<file path="src/rtl/key_debounce_if.sv">
// Key debounce signal bundle: raw key input toward the filter, clean level and strobes back.
// The master side owns the raw key; the slave side is the debounce stage.
interface key_debounce_if;
  logic key_in;
  logic key_filter;
  logic key_press;
  logic key_release;

  modport master (
    output key_in,
    input  key_filter,
    input  key_press,
    input  key_release
  );

  modport slave (
    input  key_in,
    output key_filter,
    output key_press,
    output key_release
  );
endinterface

</file>
<file path="src/rtl/key_debounce.sv">
// Debounces an active-low push-button: 2-FF synchroniser, then a four-state filter that
// accepts a level change only after CNT_MAX consecutive stable samples.
module key_debounce #(
  parameter int CNT_MAX = 1_000_000
) (
  input  logic          sys_clk,
  input  logic          sys_rst,
  key_debounce_if.slave key_if
);

  localparam int CNT_W = (CNT_MAX > 1) ? $clog2(CNT_MAX) : 1;
  localparam logic [CNT_W-1:0] CNT_LAST = CNT_W'(CNT_MAX - 1);

  typedef enum logic [1:0] {
    S_RELEASED,
    S_PRESS_CHK,
    S_PRESSED,
    S_RELEASE_CHK
  } state_t;

  logic [1:0]       sync_reg;
  logic             key_sync;
  state_t           state_reg;
  logic [CNT_W-1:0] cnt_reg;
  logic             key_filter_reg;
  logic             key_press_reg;
  logic             key_release_reg;

  // Idle level of the key is high, so the chain resets to 1 to avoid a phantom press.
  always_ff @(posedge sys_clk or posedge sys_rst) begin
    if (sys_rst) begin
      sync_reg <= 2'b11;
    end else begin
      sync_reg <= {sync_reg[0], key_if.key_in};
    end
  end

  assign key_sync = sync_reg[1];

  always_ff @(posedge sys_clk or posedge sys_rst) begin
    if (sys_rst) begin
      state_reg       <= S_RELEASED;
      cnt_reg         <= '0;
      key_filter_reg  <= 1'b1;
      key_press_reg   <= 1'b0;
      key_release_reg <= 1'b0;
    end else begin
      key_press_reg   <= 1'b0;
      key_release_reg <= 1'b0;
      case (state_reg)
        S_RELEASED: begin
          cnt_reg <= '0;
          if (!key_sync) begin
            state_reg <= S_PRESS_CHK;
          end
        end
        S_PRESS_CHK: begin
          if (key_sync) begin
            state_reg <= S_RELEASED;
            cnt_reg   <= '0;
          end else if (cnt_reg == CNT_LAST) begin
            state_reg      <= S_PRESSED;
            cnt_reg        <= '0;
            key_filter_reg <= 1'b0;
            key_press_reg  <= 1'b1;
          end else begin
            cnt_reg <= cnt_reg + CNT_W'(1);
          end
        end
        S_PRESSED: begin
          cnt_reg <= '0;
          if (key_sync) begin
            state_reg <= S_RELEASE_CHK;
          end
        end
        S_RELEASE_CHK: begin
          if (!key_sync) begin
            state_reg <= S_PRESSED;
            cnt_reg   <= '0;
          end else if (cnt_reg == CNT_LAST) begin
            state_reg       <= S_RELEASED;
            cnt_reg         <= '0;
            key_filter_reg  <= 1'b1;
            key_release_reg <= 1'b1;
          end else begin
            cnt_reg <= cnt_reg + CNT_W'(1);
          end
        end
        default: begin
          state_reg <= S_RELEASED;
          cnt_reg   <= '0;
        end
      endcase
    end
  end

  assign key_if.key_filter  = key_filter_reg;
  assign key_if.key_press   = key_press_reg;
  assign key_if.key_release = key_release_reg;

endmodule

</file>
<file path="src/flat_wrapper.sv">
// flat-port wrapper written by rule: the top's interface ports become plain ports
module key_debounce_flat 
#(
  parameter int CNT_MAX = 1_000_000
)
  (sys_clk, sys_rst, key_if_key_in, key_if_key_filter, key_if_key_press, key_if_key_release);
  key_debounce_if key_if_i ();
  input  logic sys_clk;
  input  logic sys_rst;
  input wire logic [$bits(key_if_i.key_in)-1:0] key_if_key_in;
  output wire logic [$bits(key_if_i.key_filter)-1:0] key_if_key_filter;
  output wire logic [$bits(key_if_i.key_press)-1:0] key_if_key_press;
  output wire logic [$bits(key_if_i.key_release)-1:0] key_if_key_release;
  assign key_if_i.key_in = key_if_key_in;
  assign key_if_key_filter = key_if_i.key_filter;
  assign key_if_key_press = key_if_i.key_press;
  assign key_if_key_release = key_if_i.key_release;
  key_debounce #(.CNT_MAX(CNT_MAX)) u_core (.sys_clk(sys_clk), .sys_rst(sys_rst), .key_if(key_if_i));
endmodule
</file>
<file path="config.mk">
export PLATFORM = sky130hd
export DESIGN_NAME = key_debounce_flat
export DESIGN_NICKNAME = d
export VERILOG_FILES = /design/src/rtl/key_debounce_if.sv /design/src/rtl/key_debounce.sv /design/src/flat_wrapper.sv
export SDC_FILE = /design/constraint.sdc
export NUM_CORES = 1
export LEC_CHECK = 0
export BUFFER_PORTS_ARGS = -buffer_cell sky130_fd_sc_hd__buf_4
export CORE_MARGIN = 4
export CORE_UTILIZATION = 40
export CTS_CLUSTER_DIAMETER = 200
export DETAILED_ROUTE_END_ITERATION = 7
export GPL_TIMING_DRIVEN = 0
export PLACE_DENSITY = 0.55
export SLEW_MARGIN = 20
export SYNTH_ARGS = -nofsm -noshare
export SYNTH_HDL_FRONTEND = slang
export SYNTH_SLANG_ARGS = --single-unit
</file>
<file path="constraint.sdc">
create_clock -name sys_clk -period 3.85 [get_ports sys_clk]
set_input_delay 0.385 -clock sys_clk [delete_from_list [all_inputs] [get_ports sys_clk]]
set_output_delay 0.385 -clock sys_clk [all_outputs]
set_load 0.005 [all_outputs]
</file>
==> impl_metrics.env <==
export IMPL_yosysTopAreaCell="dfrtp_1"
export IMPL_drt_vias_per_instance=5.23
export IMPL_netlist_top_cells_count="dfrtp_1 (24), nor2_1 (19), nand3_1 (9), xnor2_1 (9)"
export IMPL_synth_top_area_frac=0.462
export IMPL_busiest_layer="met2"
export IMPL_async_flop_share=1.00
export IMPL_cts_root_buf="clkbuf_4"
export IMPL_r2r_cells=7
export IMPL_drt_initial_drc_count=37
export IMPL_antenna_cells=0
export IMPL_cts_resized_gates=0
export IMPL_cellPowerDensity_nw_per_um2=298
export IMPL_gp_congestion=0.877
export IMPL_cts_tree="yes"
export IMPL_ctsHoldBuffers=0
export IMPL_die_h_um=65.0
export IMPL_htree_levels=1
export IMPL_hold_slack_ns=0.0932
export IMPL_synthCells=126
export IMPL_fin_cells=179
export IMPL_min_path_type="in -> async"
export IMPL_path_clk_slew_ns=0.14
export IMPL_rsz0062_at_grt="false"
export IMPL_cp_required_ns=4.07
export IMPL_synth_seq_area_share=0.523
export IMPL_vias=937
export IMPL_synth_most_common_cell="dfrtp_1"
export IMPL_synth_cell_types=29
export IMPL_drc=0
export IMPL_antenna_found_initial=0
export IMPL_worst_setup_path_start_kind="flip-flop"
export IMPL_dp_hpwl_um=1700
export IMPL_track_usage=0.132
export IMPL_grt_pass1_vias=947
export IMPL_grt_pass1_wl_um=4370
export IMPL_max_clock_freq_mhz=441
export IMPL_finClkSkew_ns=0.00810
export IMPL_gr_total_overflow=0
export IMPL_ioPinCount=6
export IMPL_routed_wl_um=2320
export IMPL_cts_sinks=27
export IMPL_slew_violations=0
export IMPL_synth_warnings=0
export IMPL_path_class="reg -> reg"
export IMPL_outcome="finished clean"
export IMPL_synth_area_per_cell_um2=10.3
export IMPL_drv_cap=0
export IMPL_crit_buf_inv=3
export IMPL_crit_cells=7
export IMPL_io_buffers=5
export IMPL_p_leak_nw=0.553
export IMPL_path_delay_family="simple AND/OR/NAND/NOR gates"
export IMPL_fin_crit_ns=2.27
export IMPL_postCtsSetupBuffers=0
export IMPL_cp_cell_sequence="ha_1, inv_1, or4_1, buf_2, o21bai_4, buf_2, nor2_1"
export IMPL_dieWidth_um=65.0
export IMPL_ff2ff_setup_slack_ns=1.58
export IMPL_dr_pass1_iters=4
export IMPL_arrival_ns=2.48
export IMPL_insertion_delay_ns=0.32
export IMPL_die_area_um2=4220
export IMPL_ant_nets=0
export IMPL_clk_path_buf_depth=2
export IMPL_slew_limit_headroom=0.602
export IMPL_ir_drop_v=0.000156
export IMPL_crit_path_max_fanout=10
export IMPL_max_slew_worst_pin_slew_ns=0.591
export IMPL_dp_cells=175
export IMPL_drive_above_1_share=0.133
export IMPL_use_met1=0.185
export IMPL_syn2layout_area_growth_pct=9.25
export IMPL_setup_tns_ns=0
export IMPL_finish_utilization=0.461
export IMPL_start_util=0.422
export IMPL_synthFlopType="dfrtp_1"
export IMPL_rows=20
export IMPL_hold_violations=0
export IMPL_core_um2=3080
export IMPL_wl_per_cell_um=12.9
export IMPL_ys_top_cells_by_area="dfrtp_1 (46%), dfstp_2 (6.1%), xnor2_1 (6.1%)"
export IMPL_timing_final_crit_share=0.588
export IMPL_grt_max_degree=28
export IMPL_use_met2=0.198
export IMPL_syn_area_um2=1300
export IMPL_ys_ff_latch=27
export IMPL_end_kind="flip-flop"
export IMPL_cts_made_buffers=3
export IMPL_synth_edf_count=0
export IMPL_grtUsageMet3=0.0260
export IMPL_synth_nets=130
export IMPL_nets=140
export IMPL_largest_reg_flops=20
export IMPL_setup_viol=0
export IMPL_crit_path_frequent_cell="buf_2"
export IMPL_slowest_delay_ns=0.52
export IMPL_cp_slowest_cell="or4_1"
==> final cells by class <==
cell class	instances	area, um^2
Buffer	3	13.8
Clock buffer	3	22.5
Clock inverter	1	5.00
Fill cell	310	1660
Inverter	4	15.0
Multi-Input combinational cell	92	591
Sequential cell	27	679
Tap cell	44	55.1
Timing Repair Buffer	5	37.5
==> metal layers <==
metal	up-vias	wire length, um
met1	455	1150
met2	17	1060
li1	461	-
met5	-	0
met4	0	45
met3	4	65
==> cell families (layout without fill, tap and decap cells) <==
| group | Yosys count | in the layout | share of synthesized area |
|---|---|---|---|
| AND/OR/NAND/NOR | 64 | 64 | 0.272 |
| flip-flops | 27 | 27 | 0.523 |
| XOR/XNOR | 16 | 16 | 0.108 |
| AO/OA/AOI/OAI | 10 | 10 | 0.0578 |
| buffers and inverters | 7 | 16 | 0.0222 |
| adder cells (fa/ha/maj) | 1 | 1 | 0.00963 |
| multiplexers | 1 | 1 | 0.00771 |
==> placed cells by master (no fill, tap or decap), types with 5 or more instances in the layout <==
cell type and count:
buf_4 5, dfrtp_1 24, nand2_1 7, nand3_1 9, nand4_1 6, nor2_1 19, nor4_1 7, xnor2_1 9
xor2_1 7
==> stage by stage <==
step                      instance area [um^2]  setup WS (ns)  power [mW]
after floorplan                           1300           1.87       0.305
after global placement                    1390           1.57       0.310
after detailed placement                  1390           1.57       0.310
after CTS                                 1420           1.55       0.433
after global routing                      1420           1.37       0.452
final                                     1420           1.58       0.423
==> report_power, final <==
group          switching, mW  leakage [nW]  total (mW)  internal (mW)
logic                 0.0103         0.172      0.0146        0.00431
clock network         0.0798        0.0177       0.119         0.0389
registers            0.00271         0.363       0.290          0.287
total                 0.0928         0.553       0.423          0.330
==> path summary, 6_finish.rpt <==
path,from,end
hold / removal,sys_rst,u_core.cnt_reg[17]
setup / recovery,u_core.cnt_reg[0],u_core.cnt_reg[12]
hold reg to reg,u_core.sync_reg[0],u_core.sync_reg[1]
max in group asynchronous,sys_rst,u_core.key_if.key_filter
setup reg to reg,u_core.cnt_reg[0],u_core.cnt_reg[12]
min in group sys_clk,key_if_key_in,u_core.sync_reg[0]
==> worst reg2reg max path, stage by stage, from the launching register on <==
cell	delay (ns)
dfrtp_1	0.44
ha_1	0.30
inv_1	0.12
or4_1	0.52
buf_2	0.17
o21bai_4	0.25
buf_2	0.29
nor2_1	0.08
Note: power is estimated with default switching activity, not from simulation.
